<file path="config.mk">
export PLATFORM = sky130hd
export DESIGN_NAME = coord_bcd_converter
export DESIGN_NICKNAME = d
export VERILOG_FILES = /design/src/rtl/coord_bcd_converter.sv
export SDC_FILE = /design/constraint.sdc
export NUM_CORES = 1
export LEC_CHECK = 0
export BUFFER_PORTS_ARGS = -buffer_cell sky130_fd_sc_hd__buf_4
export CELL_PAD_IN_SITES_DETAIL_PLACEMENT = 0
export CELL_PAD_IN_SITES_GLOBAL_PLACEMENT = 1
export CORE_AREA = 2 2 97 169
export DETAILED_ROUTE_END_ITERATION = 6
export DIE_AREA = 0 0 99 171
export HOLD_SLACK_MARGIN = 0.1
export PLACE_DENSITY = 0.82
export SYNTH_ARGS = -nofsm -noshare
export SYNTH_HDL_FRONTEND = slang
export SYNTH_SLANG_ARGS = --single-unit
</file>
<file path="constraint.sdc">
create_clock -name Clk -period 9.2 [get_ports Clk]
set_clock_uncertainty 0.05 [all_clocks]
set_input_delay 1.38 -clock Clk [delete_from_list [all_inputs] [get_ports Clk]]
set_output_delay 1.38 -clock Clk [all_outputs]
set_load 0.02 [all_outputs]
</file>
<file path="src/rtl/coord_bcd_converter.sv">
// Converts the x/y best-match coordinates to packed BCD with one shared double-dabble sequencer.
// Define COORD_BCD_SAT_EN to show all nines on overflow instead of the value modulo 10^DIGITS.
module coord_bcd_converter #(
   parameter int WIDTH  = 16,
   parameter int DIGITS = 4
) (
   input  logic                  Clk,
   input  logic                  Rst,
   input  logic [31:0]           x_in,
   input  logic [31:0]           y_in,
   output logic [4*DIGITS-1:0]   bcd_x,
   output logic [4*DIGITS-1:0]   bcd_y,
   output logic                  ovf_x,
   output logic                  ovf_y,
   output logic                  busy,
   output logic                  upd
);

   // One spare nibble above the displayed digits catches values >= 10^DIGITS.
   localparam int SW = 4 * (DIGITS + 1);
   localparam int CW = $clog2(WIDTH + 1);
   localparam logic [CW-1:0] LAST_SHIFT = CW'(WIDTH - 1);

   localparam logic [1:0] ST_IDLE  = 2'd0;
   localparam logic [1:0] ST_SHIFT = 2'd1;
   localparam logic [1:0] ST_DONE  = 2'd2;

   logic [1:0]          state_q, state_d;
   logic [CW-1:0]       cnt_q, cnt_d;
   logic [WIDTH-1:0]    cap_x_q, cap_x_d, cap_y_q, cap_y_d;
   logic [WIDTH-1:0]    bin_x_q, bin_x_d, bin_y_q, bin_y_d;
   logic [SW-1:0]       scr_x_q, scr_x_d, scr_y_q, scr_y_d;
   logic [SW-1:0]       scr_x_adj, scr_y_adj;
   logic [4*DIGITS-1:0] bcd_x_q, bcd_x_d, bcd_y_q, bcd_y_d;
   logic [4*DIGITS-1:0] disp_x, disp_y;
   logic                ovf_x_q, ovf_x_d, ovf_y_q, ovf_y_d;
   logic                top_x_nz, top_y_nz;
   logic                upd_q, upd_d;
   logic                input_changed;

   genvar gi;
   generate
      for (gi = 0; gi < DIGITS + 1; gi++) begin : g_add3
         assign scr_x_adj[4*gi +: 4] = (scr_x_q[4*gi +: 4] >= 4'd5) ? scr_x_q[4*gi +: 4] + 4'd3
                                                                   : scr_x_q[4*gi +: 4];
         assign scr_y_adj[4*gi +: 4] = (scr_y_q[4*gi +: 4] >= 4'd5) ? scr_y_q[4*gi +: 4] + 4'd3
                                                                   : scr_y_q[4*gi +: 4];
      end
      if (WIDTH < 32) begin : g_upper
         logic unused_upper;
         assign unused_upper = ^{x_in[31:WIDTH], y_in[31:WIDTH]};
      end
   endgenerate

   assign top_x_nz = (scr_x_q[SW-1 -: 4] != 4'd0);
   assign top_y_nz = (scr_y_q[SW-1 -: 4] != 4'd0);

`ifdef COORD_BCD_SAT_EN
   assign disp_x = top_x_nz ? {DIGITS{4'h9}} : scr_x_q[4*DIGITS-1:0];
   assign disp_y = top_y_nz ? {DIGITS{4'h9}} : scr_y_q[4*DIGITS-1:0];
`else
   assign disp_x = scr_x_q[4*DIGITS-1:0];
   assign disp_y = scr_y_q[4*DIGITS-1:0];
`endif

   assign input_changed = (x_in[WIDTH-1:0] != cap_x_q) || (y_in[WIDTH-1:0] != cap_y_q);

   always_comb begin
      state_d = state_q;
      cnt_d   = cnt_q;
      cap_x_d = cap_x_q;
      cap_y_d = cap_y_q;
      bin_x_d = bin_x_q;
      bin_y_d = bin_y_q;
      scr_x_d = scr_x_q;
      scr_y_d = scr_y_q;
      bcd_x_d = bcd_x_q;
      bcd_y_d = bcd_y_q;
      ovf_x_d = ovf_x_q;
      ovf_y_d = ovf_y_q;
      upd_d   = 1'b0;
      case (state_q)
         ST_IDLE: begin
            if (input_changed) begin
               cap_x_d = x_in[WIDTH-1:0];
               cap_y_d = y_in[WIDTH-1:0];
               bin_x_d = x_in[WIDTH-1:0];
               bin_y_d = y_in[WIDTH-1:0];
               scr_x_d = '0;
               scr_y_d = '0;
               cnt_d   = '0;
               state_d = ST_SHIFT;
            end
         end
         ST_SHIFT: begin
            {scr_x_d, bin_x_d} = {scr_x_adj[SW-2:0], bin_x_q, 1'b0};
            {scr_y_d, bin_y_d} = {scr_y_adj[SW-2:0], bin_y_q, 1'b0};
            cnt_d = cnt_q + 1'b1;
            if (cnt_q == LAST_SHIFT) begin
               state_d = ST_DONE;
            end
         end
         ST_DONE: begin
            bcd_x_d = disp_x;
            bcd_y_d = disp_y;
            ovf_x_d = top_x_nz;
            ovf_y_d = top_y_nz;
            upd_d   = 1'b1;
            state_d = ST_IDLE;
         end
         default: state_d = ST_IDLE;
      endcase
   end

   always_ff @(posedge Clk or posedge Rst) begin
      if (Rst) begin
         state_q <= ST_IDLE;
         cnt_q   <= '0;
         cap_x_q <= '0;
         cap_y_q <= '0;
         bin_x_q <= '0;
         bin_y_q <= '0;
         scr_x_q <= '0;
         scr_y_q <= '0;
         bcd_x_q <= '0;
         bcd_y_q <= '0;
         ovf_x_q <= 1'b0;
         ovf_y_q <= 1'b0;
         upd_q   <= 1'b0;
      end else begin
         state_q <= state_d;
         cnt_q   <= cnt_d;
         cap_x_q <= cap_x_d;
         cap_y_q <= cap_y_d;
         bin_x_q <= bin_x_d;
         bin_y_q <= bin_y_d;
         scr_x_q <= scr_x_d;
         scr_y_q <= scr_y_d;
         bcd_x_q <= bcd_x_d;
         bcd_y_q <= bcd_y_d;
         ovf_x_q <= ovf_x_d;
         ovf_y_q <= ovf_y_d;
         upd_q   <= upd_d;
      end
   end

   assign bcd_x = bcd_x_q;
   assign bcd_y = bcd_y_q;
   assign ovf_x = ovf_x_q;
   assign ovf_y = ovf_y_q;
   assign upd   = upd_q;
   assign busy  = (state_q != ST_IDLE);

endmodule

</file>
==> results.toml, run 1 <==
[critical_path]
cp_data_required_time_ns = 9.45
critical_path.max_stage_delay_ns = 0.92
critical_path_class = "in2reg"
cp_slowest_cell = "a21oi_4"
path_common_cell = "buf_4"
cp_cell_sequence = "buf_4, xnor2_1, nand4_1, nor4_2, a21oi_4, buf_4, mux2_2"
start_kind = "input pin"
cp-end-kind = "flop"
cp.arrival_ns = 3.96
path_max_fanout = 63

[finish]
final_cell_mix = "dfrtp_1, nand2_1, buf_4"
fin_nets = 796
fill_cells = 1416
multi_input_area_sq_um = 2984
syn2layout_area_growth_pct = 18.89
register_area_sq_um = 3654
final_common_cell = "dfrtp_1"
drive_gt1_share_pct = 20.17
final_core_util_pct = 52.35
insertedDiodeCount = 0

[grt]
antenna_found_initial = 0
grt_pass1_vias = 5086
grt.met3_usage_pct = 3.023
grt.busiest_layer = "met2"
grt_pass1_wl_mm = 24.60
grt_overflow = 0
grtUsageTotal_pct = 18.15
grt_max_degree = 79
grtUsageMet1_pct = 22.27
met2_usage_pct = 31.76

[clocking]
htree_levels = 4
cts_setup_buffers = 0
cts_tree = "done"
clkSlewWorstSetupHoldPaths_ns = 0.06
cts_resized = 0
cts_buffers = 17
cts_sinks = 146
clk_path_buf_depth = 2
hold_buffers = 0
clockRootBuffer = "clkbuf_16"
clock_latency_ns = 0.42

[route]
drtAntennaViolNets = 0
drtIter0Drc = 202
wl_per_cell_um = 16.08
drc = 0
first_pass_iters = 4
drt-total-wl_mm = 14.60
viasPerCell = 5.502
vias = 4996

[yosys]
synth_nets = 739
netlist_instances = 649
syn_area_sq_um = 6889
ys.flop_type = "dfrtp_1"
ys_warn_count = 0
synth_edf_count = 0
synth_cell_types = 30
synth.avg_cell_area_sq_um = 10.61
async_reset_ff_share_pct = 100.0
synth_seq_area_share_pct = 53.03
ys_ff_latch = 146

[power_and_ir_drop]
irDropWorstVdd_mv = 0.1225
power_density_nw_per_um2 = 259.3
power_w = 0.002124
p_leak_nw = 3.816

[placement]
gp_congestion = 0.8255
pre_cts_slack_ns = 5.068
port_buffers = 69
post-dp-hpwl_mm = 9.306

[timing]
clock.fmax_ghz = 0.2695
fin_crit_ns = 3.711
fin_tns_setup_ns = 0
setup_violations = 0
fin_ws_ns = 5.489
finalMaxSlewViolations = 0
slew_headroom_pct = 20.59
period_share_pct = 40.34
grt_setup_unrepaired = "false"
hold_violations = 0
worstMarginPinSlew_ns = 1.189

[min_path]
hold_class = "reg2reg"

[floorplan]
start_util_pct = 44.03
fp-row-count = 61
dieArea_sq_um = 16930
die_y_um = 171
core-area_sq_um = 15650
die_x_um = 99
io_pins = 102

[run_status]
status = "completed"

[run]
drv_cap = 0
[final cells by class]
type / count / area share, %
timing repair buffer: 75 / 6.874
tap: 189 / 2.887
clock buffer: 18 / 5.240
inverter: 25 / 1.207
clock inverter: 14 / 2.750
sequential: 146 / 44.61
multi-input combinational: 441 / 36.43
[through the flow]
stage               hold slack [ns]  instances  cell area (sq um)
floorplan                    0.3999        649               6889
global placement             0.4116        876               7536
detailed placement           0.4186        876               7536
CTS                          0.4340        908               8190
global route                 0.4483        908               8190
finish                       0.4274        908               8190
[sequential cells by signal, indices dropped and copies added, names as in the netlist]
register  cells
cnt_q         5
ovf_y         1
scr_y_q      20
cap_y_q      16
bcd_y        16
state_q       2
cap_x_q      16
scr_x_q      20
ovf_x         1
bin_x_q      16
bcd_x        16
upd           1
bin_y_q      16
[worst paths after layout]
kind | from | end | slack [ns] | cells after the start
max | y_in[13] | cap_y_q[3]$_DFFE_PP0P_ | 5.49 | 7
min | bcd_x[6]$_DFFE_PP0P_ | bcd_x[6]$_DFFE_PP0P_ | 0.43 | 2
max reg2reg | state_q[0]$_DFFE_PP0P_ | cap_y_q[3]$_DFFE_PP0P_ | 5.79 | 5
min reg2reg | bcd_x[6]$_DFFE_PP0P_ | bcd_x[6]$_DFFE_PP0P_ | 0.43 | 2
max in group asynchronous | Rst | scr_x_q[13]$_DFFE_PP0P_ | 6.70 | 3
min in group asynchronous | Rst | cap_y_q[11]$_DFFE_PP0P_ | 0.99 | 2
[cell usage after synthesis, drive strengths merged, types with 3 or more instances]
library cell	instances	share of area, %
nor3	7	0.51
nand2b	10	0.91
nor3b	3	0.33
dfrtp	146	53
a21oi	25	1.8
a221o	30	4.4
nand2	107	5.8
o21ai	38	2.8
ha	24	4.4
clkbuf	26	1.4
xor2	5	0.64
nand4	8	0.73
nor4b	10	1.3
and3	32	2.9
inv	25	1.4
a31oi	11	1.0
mux2	33	5.4
buf	11	1.1
xnor2	42	5.3
nor2b	3	0.27
nor2	14	0.76
o22ai	24	2.2
a21o	5	0.54
[kinds of logic (layout without fill, tap and decap cells)]
kind of cell,after synthesis,after routing,share of synthesized area [%]
AOI/OAI and AO/OA,139,139,13.37
xor gates and xnor gates,47,47,5.975
adders and majority gates,24,24,4.359
buffers and inverters,62,132,3.850
DFF,146,146,53.03
muxes,33,33,5.394
and+or+nand+nor,198,198,14.02
[power breakdown]
part | switching (W) | internal, W
sequential | 0.0000933 | 0.000759
clock | 0.000283 | 0.000487
combinational | 0.000270 | 0.000232
[worst max-delay path: cells and delay by family]
family,cells,cell delay (ns)
AOI/OAI and AO/OA,1,0.92
buffers and inverters,2,0.86
muxes,1,0.41
and+or+nand+nor,2,0.20
xor gates and xnor gates,1,0.15
[per-layer routing]
metal / up-vias / part of all wire [%]
met5: - / 0
met4: 0 / 2.0
met3: 20 / 3.3
met2: 104 / 53
met1: 2465 / 42
li1: 2407 / -
No activity file was read; power rests on OpenSTA's default activity.
==> run 2, diff against run 1 <==
CORE_AREA = 2 2 103 179   (was 2 2 97 169)
DIE_AREA = 0 0 105 181   (was 0 0 99 171)
PLACE_DENSITY = 0.77   (was 0.82)
clock period = 3.25 ns   (was 9.2 ns; I/O delays follow)
==> results.toml, run 2 (same netlist as run 1, synthesis figures left out) <==
[run_status]
status = "completed"

[floorplan]
core-area_sq_um = 17460
die_y_um = 181
dieArea_sq_um = 19010
die_x_um = 105
io_pins = 102
fp-row-count = 64
start_util_pct = 39.46

[timing]
clock.fmax_ghz = 0.4354
fin_ws_ns = 0.9531
fin_crit_ns = 2.297
period_share_pct = 70.67
slew_headroom_pct = 48.65
grt_setup_unrepaired = "false"
setup_violations = 0
finalMaxSlewViolations = 0
worstMarginPinSlew_ns = 0.7694
hold_violations = 0
fin_tns_setup_ns = 0

[power_and_ir_drop]
internal_power_w = 0.004187
irDropWorstVdd_mv = 0.3274
combinationalPowerShare_pct = 23.9
p_seq_share_pct = 40.2
switching_share_pct = 30.35
p_leak_nw = 3.862
power_density_nw_per_um2 = 721.0
clkPwrFrac_pct = 36.0
power_w = 0.006012
switchingPower_w = 0.001825

[finish]
final_common_cell = "dfrtp_1"
fill_cells = 1668
syn2layout_area_growth_pct = 21.03
top_regs = "scr_x_q: 20 flops, scr_y_q: 20 flops"
drive_gt1_share_pct = 21.02
insertedDiodeCount = 0
fin_nets = 805
final_cell_mix = "dfrtp_1, nand2_1, buf_4"
final_area_sq_um = 8338

[route]
drtIter0Drc = 179
viasPerCell = 5.193
wl_per_cell_um = 15.55
drt-total-wl_mm = 14.91
drtAntennaViolNets = 0
drc = 0
vias = 4980
first_pass_iters = 7

[clocking]
clockRootBuffer = "clkbuf_16"
clk_path_buf_depth = 2
clkSlewWorstSetupHoldPaths_ns = 0.06
cts_buffers = 17
clock_latency_ns = 0.41
htree_levels = 4
cts_tree = "done"
cts_sinks = 146
cts_setup_buffers = 0

[placement]
post-dp-hpwl_mm = 9.990
gp_congestion = 0.7867
place_area_sq_um = 7672
pre_cts_slack_ns = 0.7218
port_buffers = 69

[critical_path]
critical_path.max_stage_delay_ns = 0.50
cp.arrival_ns = 2.53
critPathBufInv = 1
cp_slowest_cell = "nor4_2"
cp_data_required_time_ns = 3.48
path_max_fanout = 56
start_kind = "flop"
path_delay_family = "simple AND/OR/NAND/NOR gates"
cp_cell_sequence = "xnor2_1, nand4_1, nor4_2, a21oi_4, buf_12, a221o_1"
critical_path_class = "reg2reg"
cp-end-kind = "flop"

[grt]
grt_pass1_vias = 5176
grtUsageTotal_pct = 16.63
grt_pass1_wl_mm = 25.56
grt_overflow = 0
antenna_found_initial = 0
grt_max_degree = 100

[min_path]
hold_class = "in2reg"

[run]
drv_cap = 0
-- run 2: timing repair --
item                      4_1_cts  5_1_grt
hold endpoints to repair       10        0
hold buffers                    1        0
resized for setup               0        0
-- run 2: final cells by class --
class | instances | area (sq um) | area share, %
flip-flops and latches | 146 | 3654 | 43.82
multi-input cells | 441 | 2984 | 35.79
repair buffers | 84 | 658.1 | 7.893
clock buffers | 18 | 429.2 | 5.147
well taps | 231 | 289.0 | 3.466
clock inverters | 14 | 226.5 | 2.716
inverters | 25 | 97.59 | 1.170
-- run 2: worst reg2reg max path: stages (launching register included) --
cell and delay (ns):
dfrtp_1 0.38, xnor2_1 0.24, nand4_1 0.14, nor4_2 0.50
a21oi_4 0.21, buf_12 0.24, a221o_1 0.41
-- run 2: power groups by stage --
stage,Clock [W],Sequential [W],Combinational (W)
2_1_floorplan,0,0.00260,0.000760
4_1_cts,0.00222,0.00242,0.00145
6_report,0.00216,0.00242,0.00143
3_5_place_dp,0,0.00245,0.00144
5_1_grt,0.00229,0.00247,0.00161
3_3_place_gp,0,0.00242,0.00139
-- run 2: metrics by stage --
step	hold WS, ns	util, %	std cells
after global routing	0.2689	47.76	959
after CTS	0.2680	47.76	959
final	0.2870	47.76	959
after global placement	0.4102	43.95	926
after floorplan	0.3999	-	649
after detailed placement	0.4160	43.95	926
-- run 2: worst paths after layout --
| path | end | depth (start not counted) | slack [ns] | from |
|---|---|---|---|---|
| hold / removal | bin_x_q[4]$_DFFE_PP0P_ | 2 | 0.29 | x_in[4] |
| min in group asynchronous | bcd_y[3]$_DFFE_PP0P_ | 3 | 0.54 | Rst |
| setup reg to reg | bin_y_q[4]$_DFFE_PP0P_ | 6 | 0.95 | cap_y_q[5]$_DFFE_PP0P_ |
| setup / recovery | bin_y_q[4]$_DFFE_PP0P_ | 6 | 0.95 | cap_y_q[5]$_DFFE_PP0P_ |
| hold reg to reg | bcd_x[10]$_DFFE_PP0P_ | 2 | 0.42 | bcd_x[10]$_DFFE_PP0P_ |
| max in group asynchronous | bin_x_q[10]$_DFFE_PP0P_ | 4 | 1.80 | Rst |
-- run 2: per-layer routing --
metal	track usage [%]	routed length, um	vias to the layer above
met4	5.653	185	0
met2	28.99	7984	78
met5	0	0	-
met1	20.65	6388	2481
met3	2.958	354	8
li1	-	-	2413
==> run 3, diff against run 2 <==
ABC_AREA = 1   (was not set)
CORE_AREA = 2 2 102 178   (was 2 2 103 179)
DIE_AREA = 0 0 104 180   (was 0 0 105 181)
PLACE_DENSITY = 0.82   (was 0.77)
clock period = 2.3 ns   (was 3.25 ns; I/O delays follow)
==> results.toml, run 3 <==
[power_and_ir_drop]
p_leak_nw = 4.518
power_w = 0.009219
irDropWorstVdd_mv = 0.4222
power_density_nw_per_um2 = 1052

[critical_path]
cp-end-kind = "flop"
cp.arrival_ns = 2.18
path_max_fanout = 78
critical_path_class = "reg2reg"
startpoint = "cap_y_q[2]$_DFFE_PP0P_"
r2r-start = "cap_y_q[2]$_DFFE_PP0P_"
cp_data_required_time_ns = 2.60
start_kind = "flop"

[route]
drc = 0
drt-total-wl_mm = 15.65
vias = 5919
viasPerCell = 4.864
drtAntennaViolNets = 0
drtIter0Drc = 205
wl_per_cell_um = 12.86
first_pass_iters = 4

[finish]
top_regs = "scr_x_q: 20 flops, scr_y_q: 20 flops"
fin_nets = 1064
drive_gt1_share_pct = 12.78
syn2layout_area_growth_pct = 19.50
final_cell_mix = "nand2_1, dfrtp_1, o21ai_0"
insertedDiodeCount = 0
fill_cells = 1726
final_common_cell = "nand2_1"

[yosys]
synth_common_cells = "nand2_1, dfrtp_1, o21ai_0"
synth_top_area_cell = "dfrtp_1"
synth_area_leaders = "dfrtp_1, nand2_1, o21ai_0"
synth_cell_types = 21
synth_edf_count = 0
ys.flop_type = "dfrtp_1"
yosysTopAreaCellShare_pct = 49.81
synth.avg_cell_area_sq_um = 8.007
ys_warn_count = 0
synth_seq_area_share_pct = 49.81
ys_ff_latch = 146
synth_nets = 1006
netlist_instances = 916
synth.most_common_cell = "nand2_1"
syn_area_sq_um = 7335
async_reset_ff_share_pct = 100.0

[floorplan]
dieArea_sq_um = 18720
die_y_um = 180
fp-row-count = 64
core-area_sq_um = 17300
start_util_pct = 42.40
die_x_um = 104
io_pins = 102

[clocking]
hold_buffers = 1
cts_buffers = 17
cts_sinks = 146
cts_setup_buffers = 0
clock_latency_ns = 0.42
cts_resized = 0
cts_tree = "done"
clkSlewWorstSetupHoldPaths_ns = 0.07
htree_levels = 4
clk_path_buf_depth = 2
clockRootBuffer = "clkbuf_16"

[run]
drv_cap = 0

[placement]
post-dp-hpwl_mm = 10.39
gp_congestion = 0.7916
port_buffers = 69

[timing]
clock.fmax_ghz = 0.5313
fin_tns_setup_ns = 0
worstMarginPinSlew_ns = 0.4855
setup_violations = 0
fin_crit_ns = 1.882
period_share_pct = 81.83
hold_violations = 0
grt_setup_unrepaired = "false"
finalMaxSlewViolations = 0
slew_headroom_pct = 67.64

[grt]
grtUsageTotal_pct = 17.94
antenna_found_initial = 0
grt.met3_usage_pct = 3.662
grt_pass1_vias = 5790
grt_max_degree = 79
grt_pass1_wl_mm = 27.51
grt_overflow = 0
grtUsageMet1_pct = 21.22
met2_usage_pct = 31.82
grt.busiest_layer = "met2"

[min_path]
hold_class = "in2reg"
min_from = "y_in[8]"

[run_status]
status = "completed"
## run 3: stage by stage
step	area, sq um	std cells	setup WS, ns	util, %	hold WS (ns)
final	8765	1217	0.4179	50.67	0.1278
after global routing	8765	1217	0.2455	50.67	0.1357
after floorplan	7338	916	0.07198	-	0.3999
after CTS	8765	1217	0.3839	50.67	0.1095
after detailed placement	8092	1185	0.3464	46.78	0.2215
after global placement	8092	1185	0.3674	46.78	0.2215
## run 3: cells by family (layout without fill, tap and decap cells)
family,after synthesis,count (layout),synth area share (%)
buffers and inverters,132,202,7.745
XOR/XNOR,32,32,3.821
AO/OA/AOI/OAI,135,135,9.451
flip-flops,146,146,49.81
AND/OR/NAND/NOR,447,447,25.08
adder cells (fa/ha/maj),24,24,4.094
## run 3: worst max-delay path, cell delays in order, from the launching register on
cell	delay (ns)
dfrtp_1	0.39
xnor2_1	0.16
nand2_1	0.07
nor2_1	0.21
nand2_1	0.08
nor2_1	0.10
nand2_1	0.11
nand2_4	0.11
buf_12	0.29
nand3_1	0.12
nand2_1	0.08
## run 3: area by class of cell
cell class	count	area (sq um)	area share, %
flip-flops and latches	146	3654	41.68
multi-input cells	638	3128	35.69
repair buffers	85	703.2	8.023
clock buffers	19	432.9	4.939
inverters	86	327.8	3.740
well taps	231	289.0	3.298
clock inverters	12	230.2	2.627
## run 3: layer usage
metal / routed length [um] / vias to the layer above
met5: 0 / -
met4: 234 / 0
met3: 472 / 16
met2: 8334 / 88
met1: 6612 / 2772
li1: - / 3043
## run 3: worst paths after layout
path	endpoint	slack, ns	cells past startpoint
min	cap_y_q[8]$_DFFE_PP0P_	0.13	3
min in group asynchronous	bcd_x[8]$_DFFE_PP0P_	0.35	3
max in group asynchronous	bin_y_q[3]$_DFFE_PP0P_	1.24	4
min reg2reg	bcd_x[3]$_DFFE_PP0P_	0.43	2
max	scr_x_q[0]$_DFFE_PP0P_	0.42	10
max reg2reg	scr_x_q[0]$_DFFE_PP0P_	0.42	10
## run 3: power breakdown
part / switching, W / internal, W
sequential: 0.000411 / 0.00313
combinational: 0.00148 / 0.00106
clock: 0.00109 / 0.00204
total: 0.00299 / 0.00623
